`config.mk`:
```
export PLATFORM = sky130hd
export DESIGN_NAME = pixel_streamer
export DESIGN_NICKNAME = d
export VERILOG_FILES = /design/src/rtl/pixel_streamer.sv
export SDC_FILE = /design/constraint.sdc
export NUM_CORES = 1
export LEC_CHECK = 0
export ABC_AREA = 1
export CAP_MARGIN = 0
export CORE_ASPECT_RATIO = 1.4
export CORE_MARGIN = 5
export CORE_UTILIZATION = 35
export CTS_CLUSTER_DIAMETER = 120
export DETAILED_ROUTE_END_ITERATION = 8
export SYNTH_ARGS = -nofsm -noshare
export SYNTH_HDL_FRONTEND = slang
export SYNTH_SLANG_ARGS = --single-unit
export TNS_END_PERCENT = 20
```
`constraint.sdc`:
```
create_clock -name clk_i -period 2.1 [get_ports clk_i]
set_input_delay 0.42 -clock clk_i [delete_from_list [all_inputs] [get_ports clk_i]]
set_output_delay 0.42 -clock clk_i [all_outputs]
set_load 0.01 [all_outputs]
```
`src/rtl/pixel_streamer.sv`:
```
// Streams a square image out of a synchronous-read memory in row-major order,
// with optional idle gaps between rows, downstream pause, and a frame-done pulse.
module pixel_streamer #(
  parameter int input_width = 8,
  parameter int im_dim      = 28,
  parameter int row_gap     = 0
) (
  input  logic                               clk_i,
  input  logic                               rst_i,
  input  logic                               start_i,
  input  logic                               pause_i,
  output logic                               mem_rd_o,
  output logic [$clog2(im_dim*im_dim)-1:0]   mem_addr_o,
  input  logic [input_width-1:0]             mem_data_i,
  output logic [input_width-1:0]             pixel_o,
  output logic                               pix_data_valid,
  output logic                               row_last_o,
  output logic                               frame_last_o,
  output logic                               busy_o,
  output logic                               done_o
);

  localparam int NPIX = im_dim * im_dim;
  localparam int AW   = $clog2(NPIX);
  localparam int CW   = (im_dim > 1) ? $clog2(im_dim) : 1;
  localparam int GW   = $clog2(row_gap + 2);

  typedef enum logic [1:0] {IDLE, STREAM, GAP, DRAIN} state_t;

  state_t          state_q, state_d;
  logic [CW-1:0]   col_q, row_q;
  logic [AW-1:0]   addr_q;
  logic [GW-1:0]   gap_q;
  logic            col_end, last_row;
  logic            rd_d1, rl_d1, fl_d1;

  assign col_end    = (col_q == CW'(im_dim - 1));
  assign last_row   = (row_q == CW'(im_dim - 1));
  assign mem_addr_o = addr_q;
  assign busy_o     = (state_q != IDLE);

  // NOTE: every output of this block gets a default first, so no path can
  // leave a signal unassigned and infer a latch.
  always_comb begin
    state_d  = state_q;
    mem_rd_o = 1'b0;
    case (state_q)
      IDLE: begin
        if (start_i) state_d = STREAM;
      end
      STREAM: begin
        if (!pause_i) begin
          mem_rd_o = 1'b1;
          if (col_end) begin
            if (last_row)         state_d = DRAIN;
            else if (row_gap > 0) state_d = GAP;
          end
        end
      end
      GAP: begin
        if (int'(gap_q) >= row_gap - 1) state_d = STREAM;
      end
      DRAIN: begin
        // Leave as the last pixel emerges so IDLE coincides with done_o.
        if (pix_data_valid && frame_last_o) state_d = IDLE;
      end
      default: state_d = IDLE;
    endcase
  end

  // NOTE: sequential state uses non-blocking assignments so every register
  // samples pre-edge values regardless of statement order.
  always_ff @(posedge clk_i or posedge rst_i) begin
    if (rst_i) begin
      state_q <= IDLE;
      col_q   <= '0;
      row_q   <= '0;
      addr_q  <= '0;
      gap_q   <= '0;
    end else begin
      state_q <= state_d;
      gap_q   <= (state_q == GAP) ? gap_q + GW'(1) : '0;
      if (state_q == IDLE && start_i) begin
        col_q  <= '0;
        row_q  <= '0;
        addr_q <= '0;
      end else if (mem_rd_o) begin
        if (col_end) begin
          col_q  <= '0;
          row_q  <= last_row ? '0 : row_q + CW'(1);
          addr_q <= last_row ? '0 : addr_q + AW'(1);
        end else begin
          col_q  <= col_q + CW'(1);
          addr_q <= addr_q + AW'(1);
        end
      end
    end
  end

  // Two-stage side-band pipeline: stage 1 waits for memory data, stage 2 registers it.
  always_ff @(posedge clk_i or posedge rst_i) begin
    if (rst_i) begin
      rd_d1          <= 1'b0;
      rl_d1          <= 1'b0;
      fl_d1          <= 1'b0;
      pix_data_valid <= 1'b0;
      row_last_o     <= 1'b0;
      frame_last_o   <= 1'b0;
      pixel_o        <= '0;
      done_o         <= 1'b0;
    end else begin
      rd_d1          <= mem_rd_o;
      rl_d1          <= mem_rd_o & col_end;
      fl_d1          <= mem_rd_o & col_end & last_row;
      pix_data_valid <= rd_d1;
      row_last_o     <= rl_d1;
      frame_last_o   <= fl_d1;
      if (rd_d1) pixel_o <= mem_data_i;
      done_o         <= pix_data_valid & frame_last_o;
    end
  end

endmodule
```
# Yosys cells after proc, flatten, opt, wreduce, memory -nomap -nowiden
# Cells that the tools add are included.
# W data, S select, Z words.
# word_totals
regBits	37
latch_bits	0
mem_bits_rw	0
romBits	0
out_inout_bits	24
n_memories	0
# classes
addsub	3
mul	0
n_div	0
order_cmp	0
eq_ne	10
shift	0
mux	19
bitwise_logic	3
reduce_logical	8
# ops
operator	count
$mux W10	4
$mux W5	7
$add A10 B1 Y10 const B	1
$add A5 B1 Y5 const B	2
$eq A5 B5 Y1 const B	2
$mux W2	5
$ne A2 B2 Y1 const B	5
$pmux W2 S4	1
$reduce_bool A2 Y1	3
$reduce_and A5 Y1	1
$eq A2 B2 Y1 const B	2
$and A1 B1 Y1	3
$eq A2 B1 Y1 const B	1
$logic_and A1 B1 Y1	2
$logic_not A2 Y1	1
$mux W1	2
$reduce_and A2 Y1	1

# Longest topological paths before layout
# Gate-level depths: netlist (run 1).
# depth
depth_word	5
depth_mapped	8
ltp_nobuf	8

# Worst setup path after synthesis (run 1)
# No wires, ideal clock.
# synth_path
path_type	reg-to-reg
startpoint	register row_q[0]
endpoint	register addr_q[3], in the netlist mem_addr_o[3]
setup_time_ns	0.077
arrival_ns	1.187
t_required_ns	2.023
path_slack_ns	0.836
stages_incl_launch_ff	9
path_buffers	0
period_less_slack_ns	1.264
path_cell_list	dfrtp_1 ha_1 inv_1 nor2_1 nand2_1 nand2_1 nand3_1 inv_1 a21oi_1
# synth_between
elab_chain_len	5
# synth_rtl
element	line	rtl
from (decl)	31	logic [CW-1:0] col_q, row_q;
from (signal assigned)	90	row_q <= last_row ? '0 : row_q + CW'(1);
$eq A5 B5 Y1	38	assign last_row = (row_q == CW'(im_dim - 1));
$mux W10	91	addr_q <= last_row ? '0 : addr_q + AW'(1);
$mux W10	88	if (col_end) begin
$mux W10	87	end else if (mem_rd_o) begin
$mux W10	83	if (state_q == IDLE && start_i) begin
to (signal assigned)	91	
to (signal assigned)	94	addr_q <= addr_q + AW'(1);
to (decl)	32	logic [AW-1:0] addr_q;
# Every way passes these cells. The select of a mux whose other input is x is not followed.
# A chain may end at the register's enable or synchronous reset.

# Worst setup path after layout (run 1)
# layout_path
startpoint	input port pause_i
endpoint	output port mem_rd_o
# layout_between
elab_chain_len	2
# layout_rtl
element	line	rtl
from (decl)	11	input logic pause_i,
$mux W1	52	if (!pause_i) begin
$mux W1	47	case (state_q)
to (decl)	12	output logic mem_rd_o,
# Every way passes these cells.

==> results.yml, run 1 <==
status:
  outcome: "complete, no violations"
synth:
  synth_cell_types: 27
  synth_top_area_cell: "dfrtp_1"
  postSynthCellCount: 190
  syn_area_um2: 1750
  avgSynthCellArea_um2: 9.20
  syn-num-nets: 205
  synth_area_leaders: "dfrtp_1, nand2_1, inv_1"
  yosys_register_bits: 37
  yosys_warnings: 0
  yosys.area.top_type_share_pct: 53.0
  synth-seq-area-share_pct: 53.0
grt:
  gr-usage-all-layers_pct: 11.4
  grt_pass1_wl_um: 5870
  antenna_found_initial: 0
  grt_max_degree: 38
  grt_pass1_vias: 1352
  grt_overflow: 0
sta:
  setup_tns_ps: 0
  grt_setup_unrepaired: "no"
  final-setup-viol-count: 0
  finalClockSkew_ps: 8.14
  slew_headroom_pct: 69.9
  fmax_mhz: 506
  drv_slew: 0
  finalCriticalPeriod_ps: 1980
  layout_worst_path_cycle_share_pct: 94.1
  hold_violations: 0
  tightest_slew_ps: 451
  holdWs_ps: 359
cells_and_area:
  syn2layout_area_growth_pct: 31.6
  final_area_um2: 2300
  insertedDiodeCount: 0
  fin_cells: 298
  drive_above_1_share_pct: 13.2
  nets: 248
placed_design:
  dp_hpwl_um: 2450
  numPortBuffers: 35
  place_area_um2: 2180
  place_inst: 290
  gp_congestion: 0.777
clocking:
  cts_hold_buf: 0
  cts_max_path_buffers: 2
  root_buffer: "clkbuf_8"
  htreeDepth: 2
  post_cts_buffers: 0
  cts-buffers-inserted: 5
  cts_tree: "built"
  post_cts_resized: 0
  insertion_delay_ps: 290
  clock_sinks: 37
  clk_pin_slew_ps: 80
critical_path:
  critPathKind: "input pin to output pin"
  cp-end-kind: "output pin"
  path_max_fanout: 2
  arrival_ps: 1560
  critical_path_required_ps: 1680
  startpoint_type: "input pin"
die:
  die-area_um2: 6530
  initial_core_util_pct: 36.1
  rows: 30
  core_um2: 4840
  die_x_um: 69.7
  fp.dieH_um: 93.6
  pin_count: 36
pwr:
  leakagePower_nw: 1.18
  power.density_nw_per_um2: 605
  ir_worst_vdd_mv: 0.333
routing:
  drtIter0Drc: 43
  dr_wl_met2_um: 1640
  wl_met1_um: 1420
  drtPass1Iterations: 4
  routed_via_density: 4.61
  drtAntennaViolNets: 0
  highest_layer: "met4"
  route.detailed.drc: 0
  wl_per_cell_um: 11.2
  wl_met3_um: 163
  dr_total_vias: 1373
  wirelength_um: 3320
worst_hold_path:
  min_path_type: "flop to flop"
run:
  cap_violations: 0
==> final timing paths <==
kind,startpoint,to,slack (ps),cells past startpoint
max,pause_i,mem_rd_o,120,5
min,fl_d1,frame_last_o,360,0
max reg2reg,row_q[0],mem_addr_o[5],610,8
min reg2reg,fl_d1,frame_last_o,360,0
max in group asynchronous,rst_i,row_q[1],1240,3
min in group asynchronous,rst_i,col_q[1],540,3
==> worst max-delay path: stages <==
cell and delay [ps]:
clkdlybuf4s50_1 400, inv_1 60, nand3_2 90, inv_2 60, clkdlybuf4s50_1 530
==> registers in the layout (all words and copies together), names as in the netlist <==
register	count
col_q	5
frame_last_o	1
row_last_o	1
mem_addr_o	10
rd_d1	1
state_q	2
rl_d1	1
done_o	1
pixel_o	8
pix_data_valid	1
fl_d1	1
row_q	5
==> synthesized netlist by cell type <==
master	instances
dfrtp_1	37
nand4_2	1
nor3_1	2
a21oi_1	5
nand3_4	1
buf_2	1
xor2_1	2
o22ai_1	2
buf_8	1
a21o_1	1
o21a_1	1
a22o_1	1
nand3_1	17
nor2_1	15
mux2_2	8
nor2_2	2
inv_2	3
inv_1	25
nand2_4	3
xnor2_1	1
nand2_1	44
nor2_4	1
nand3_2	1
ha_1	3
nand3b_1	1
nand4_1	4
o21ai_0	7
==> layout by cell type (no fill, tap or decap), types with 3 or more instances in the layout <==
cell	Yosys	layout
clkbuf_8	0	6
ha_1	3	3
a21oi_1	5	5
clkdlybuf4s50_1	0	35
mux2_2	8	8
nor2_1	15	15
inv_1	25	25
dfrtp_1	37	37
nand2_4	3	3
nand4_1	4	4
o21ai_0	7	7
nand2_1	44	44
nand3_1	17	17
inv_2	3	3
buf_4	0	3
==> stage by stage <==
| stage | power (mW) | utilization (%) | worst slack (ps) |
|---|---|---|---|
| after CTS | 1.42 | 47.5 | 98.4 |
| after global routing | 1.45 | 47.5 | 41.7 |
| after floorplan | 0.737 | - | 836 |
| final | 1.39 | 47.5 | 123 |
| after global placement | 0.763 | 45.0 | 114 |
| after detailed placement | 0.764 | 45.0 | 101 |
==> cells by family after synthesis <==
family	count (synthesis)	share of synthesized area (%)
AND/OR/NAND/NOR	92	25.6
flip-flops	37	53.0
buffers and inverters	30	7.16
AO/OA/AOI/OAI	17	5.51
multiplexers	8	5.15
XOR/XNOR	3	1.50
adder cells (fa/ha/maj)	3	2.15
==> layout make-up <==
class | count | area, µm²
fillers | 456 | 2540
flip-flops and latches | 37 | 926
multi-input cells | 123 | 697
repair buffers | 38 | 373
inverters | 28 | 105
clock buffers | 6 | 82.6
well taps | 64 | 80.1
clock inverters | 2 | 37.5
==> report_power, final <==
part	internal [mW]	switching (mW)
combinational	0.0193	0.0167
sequential	0.712	0
clock	0.386	0.258
==> per-layer routing <==
layer	vias to the layer above	global-route usage, %
met3	6	3.55
met5	-	0
met1	638	11.6
li1	699	-
met4	0	6.71
met2	30	20.3
Power figures use the tool's default switching activity.
==> run 2, diff against run 1 <==
- PLACE_DENSITY_LB_ADDON: not set -> 0.1
==> results.yml, run 2 (synthesis results as in run 1) <==
cells_and_area:
  final_common_cell: "nand2_1"
  syn2layout_area_growth_pct: 31.9
  final_util_pct: 47.6
  insertedDiodeCount: 0
  seqCellArea_um2: 926
  drive_above_1_share_pct: 13.2
  final_cell_mix: "nand2_1, dfrtp_1, clkdlybuf4s50_1"
  num-fill-cells: 461
  multi_input_area_um2: 697
  nets: 249
  largest_register_ffs: 10
  final_area_um2: 2300
  fin_cells: 299
pwr:
  leakagePower_nw: 1.18
  power.density_nw_per_um2: 600
  ir_worst_vdd_mv: 0.522
  total_power_mw: 1.38
routing:
  drtPass1Iterations: 4
  routed_via_density: 4.58
  route.detailed.drc: 0
  wirelength_um: 3380
  dr_total_vias: 1368
  drtIter0Drc: 50
  drtAntennaViolNets: 0
  wl_per_cell_um: 11.3
sta:
  grt_setup_unrepaired: "no"
  fin_ws_ps: 124
  layout_worst_path_cycle_share_pct: 94.1
  holdWs_ps: 350
  finalCriticalPeriod_ps: 1980
  tightest_slew_ps: 465
  hold_violations: 0
  setup_tns_ps: 0
  fmax_mhz: 506
  finalClockSkew_ps: 7.17
  drv_slew: 0
  slew_headroom_pct: 69.0
  final-setup-viol-count: 0
clocking:
  clk_pin_slew_ps: 70
  htreeDepth: 2
  cts_hold_buf: 0
  cts-buffers-inserted: 5
  cts_tree: "built"
  post_cts_resized: 0
  cts_max_path_buffers: 2
  insertion_delay_ps: 290
  post_cts_buffers: 0
  root_buffer: "clkbuf_8"
  clock_sinks: 37
die:
  rows: 30
  die-area_um2: 6530
  core_um2: 4840
  initial_core_util_pct: 36.1
  pin_count: 36
  fp.dieH_um: 93.6
  die_x_um: 69.7
run:
  cap_violations: 0
critical_path:
  arrival_ps: 1560
  crit_chain: "clkdlybuf4s50_1 > inv_1 > nand3_2 > inv_2 > clkdlybuf4s50_1"
  critical_path_required_ps: 1680
  critPathBufInv: 4
  startpoint: "pause_i"
  critPathKind: "input pin to output pin"
  worst_path_dominant_cell_family: "buffers and inverters"
  path_max_fanout: 2
  reg2reg_from: "row_q[0]"
  cp-end-kind: "output pin"
  crit_top_cell: "clkdlybuf4s50_1"
  cpPeakStageDelay_ps: 520
  startpoint_type: "input pin"
  crit_slowest_cell: "clkdlybuf4s50_1"
placed_design:
  place_area_um2: 2190
  pre_cts_ws_ps: 108
  dp_hpwl_um: 2480
  numPortBuffers: 35
  place_inst: 291
  gp_congestion: 0.786
status:
  outcome: "complete, no violations"
grt:
  gr-usage-all-layers_pct: 11.4
  grt_pass1_vias: 1361
  use_met1_pct: 13.2
  antenna_found_initial: 0
  grt_pass1_wl_um: 5980
  gr-usage-met2_pct: 19.4
  grt_max_degree: 38
  grt_overflow: 0
  gr-max-usage-layer: "met2"
  met3_usage_pct: 2.90
worst_hold_path:
  min_path_type: "flop to flop"
  min_from: "fl_d1"
## run 2: cell types whose count changed in the layout (fill, tap and decap cells not counted), sizes merged
cell	before	now
clkbuf	6	7
buf	3	4
clkinvlp	1	0
## run 2: cell type report
class	count	area share (%)
clock buffer	7	3.75
timing repair buffer	39	16.5
inverter	28	4.56
tap	64	3.47
multi-input combinational	123	30.2
sequential	37	40.2
clock inverter	1	1.30
## run 2: path summary, 6_finish.rpt
| path | end | cells past startpoint | slack [ps] |
|---|---|---|---|
| worst max-delay path | mem_rd_o | 5 | 120 |
| worst min-delay path | frame_last_o | 0 | 350 |
| worst max register to register | mem_addr_o[4] | 8 | 620 |
| worst min register to register | frame_last_o | 0 | 350 |
| max in group asynchronous | mem_addr_o[1] | 3 | 1220 |
| min in group asynchronous | pixel_o[3] | 3 | 540 |
## run 2: routing by layer
layer | share of wire, % | up-vias | wire length (µm)
met5 | 0 | - | 0
met4 | 2.4 | 0 | 82
met3 | 4.1 | 7 | 138
met2 | 48 | 27 | 1620
met1 | 45 | 640 | 1530
li1 | - | 694 | -
## run 2: power by group
part,internal [mW],switching (mW)
logic,0.0193,0.0170
clock network,0.387,0.248
registers,0.712,0
==> run 3, diff against run 2 <==
--- a/constraint.sdc
+++ b/constraint.sdc
@@ -3,2 +3,2 @@
 set_output_delay 0.42 -clock clk_i [all_outputs]
-set_load 0.01 [all_outputs]
+set_load 0.02 [all_outputs]
==> results.yml, run 3 (synthesis results as in run 1) <==
cells_and_area:
  final_cell_mix: "nand2_1, dfrtp_1, clkdlybuf4s50_1"
  drive_above_1_share_pct: 13.6
  final_common_cell: "nand2_1"
  largest_register_ffs: 10
  nets: 249
  syn2layout_area_growth_pct: 33.0
  insertedDiodeCount: 0
  final_util_pct: 48.0
  final_area_um2: 2320
sta:
  final-setup-viol-count: 0
  hold_violations: 0
  finalClockSkew_ps: 5.81
  tightest_slew_ps: 471
  grt_setup_unrepaired: "no"
  setup_tns_ps: 0
  layout_worst_path_cycle_share_pct: 88.1
  finalCriticalPeriod_ps: 1850
  slew_headroom_pct: 68.6
  holdWs_ps: 351
  fmax_mhz: 540
  drv_slew: 0
clocking:
  clk_pin_slew_ps: 70
  root_buffer: "clkbuf_8"
  cts_hold_buf: 0
  cts-buffers-inserted: 5
  cts_tree: "built"
  htreeDepth: 2
  cts_max_path_buffers: 2
  clock_sinks: 37
  insertion_delay_ps: 290
  post_cts_buffers: 0
die:
  rows: 30
  die-area_um2: 6530
  pin_count: 36
  fp.dieH_um: 93.6
  core_um2: 4840
  initial_core_util_pct: 36.1
  die_x_um: 69.7
routing:
  wirelength_um: 3410
  wl_per_cell_um: 11.4
  drtPass1Iterations: 4
  routed_via_density: 4.52
  dr_total_vias: 1352
  route.detailed.drc: 0
  drtAntennaViolNets: 0
  drtIter0Drc: 37
critical_path:
  startpoint_type: "flop"
  arrival_ps: 1430
  rr_worst_depth: 8
  critPathKind: "flop to output pin"
  critical_path_required_ps: 1680
  reg2reg_from: "row_q[0]"
  reg2reg_slack_ps: 600
  path_max_fanout: 3
  cp-end-kind: "output pin"
  reg2reg_to: "mem_addr_o[5]"
placed_design:
  numPortBuffers: 35
  gp_congestion: 0.800
  place_area_um2: 2190
  dp_hpwl_um: 2510
worst_hold_path:
  min_path_type: "flop to flop"
  holdPathStages: 0
  min_to: "frame_last_o"
  min_from: "fl_d1"
grt:
  grt_pass1_wl_um: 6110
  grt_pass1_vias: 1415
  antenna_found_initial: 0
  grt_overflow: 0
  grt_max_degree: 38
  gr-usage-all-layers_pct: 11.6
pwr:
  total_power_mw: 1.48
  leakagePower_nw: 1.21
  power.density_nw_per_um2: 636
  ir_worst_vdd_mv: 0.389
status:
  outcome: "complete, no violations"
run:
  cap_violations: 0
[run 3: cell types whose count changed in the layout (fill, tap and decap cells not counted), sizes merged]
cell and delta:
clkdlybuf4s50 -1, clkinv +1, dlymetal6s2s +1, bufinv +1
clkbuf -2
[run 3: worst max-delay path by stage]
stage | start | endpoint | slack, ps | cells after the start
after floorplan | mem_addr_o[0] | mem_addr_o[8] | 810 | 7
after global placement | pause_i | mem_rd_o | 50 | 5
after detailed placement | pause_i | mem_rd_o | 50 | 5
after CTS | pause_i | mem_rd_o | 40 | 5
after global routing | state_q[0] | busy_o | 200 | 3
final | state_q[0] | busy_o | 250 | 3
[run 3: critical path: stages, from the launching register on]
cell	delay [ps]
dfrtp_1	400
inv_2	70
nand2_1	70
clkdlybuf4s50_1	600
[run 3: final cells by class]
class | instances | area, µm²
well taps | 64 | 80.1
multi-input cells | 123 | 697
clock buffers | 5 | 68.8
flip-flops and latches | 37 | 926
repair buffers | 39 | 383
fillers | 470 | 2520
inverters | 28 | 105
clock inverters | 3 | 65.1
[run 3: metal layers]
metal | vias up | share of wire [%] | routed length (µm) | global-route usage [%]
li1 | 694 | - | - | -
met1 | 626 | 44 | 1480 | 13.1
met2 | 26 | 49 | 1690 | 20.3
met3 | 6 | 5.1 | 174 | 3.44
met4 | 0 | 1.8 | 60 | 4.79
met5 | - | 0 | 0 | 0
[run 3: per-stage QoR]
step	cells	worst slack [ps]
2_1_floorplan	190	806
3_3_place_gp	291	46.1
3_5_place_dp	291	45.9
4_1_cts	299	43.4
5_1_grt	299	203
6_report	299	250
[run 3: power by group]
part | switching, mW | leakage (nW) | internal, mW | total (mW)
clock network | 0.258 | 0.0681 | 0.472 | 0.730
logic | 0.0170 | 0.678 | 0.0192 | 0.0362
registers | 0 | 0.465 | 0.712 | 0.712
[run 3: what timing repair did]
item	CTS	global route
hold endpoints to repair	0	0
endpoints found under the setup margin	0	1
gates resized for setup	0	1
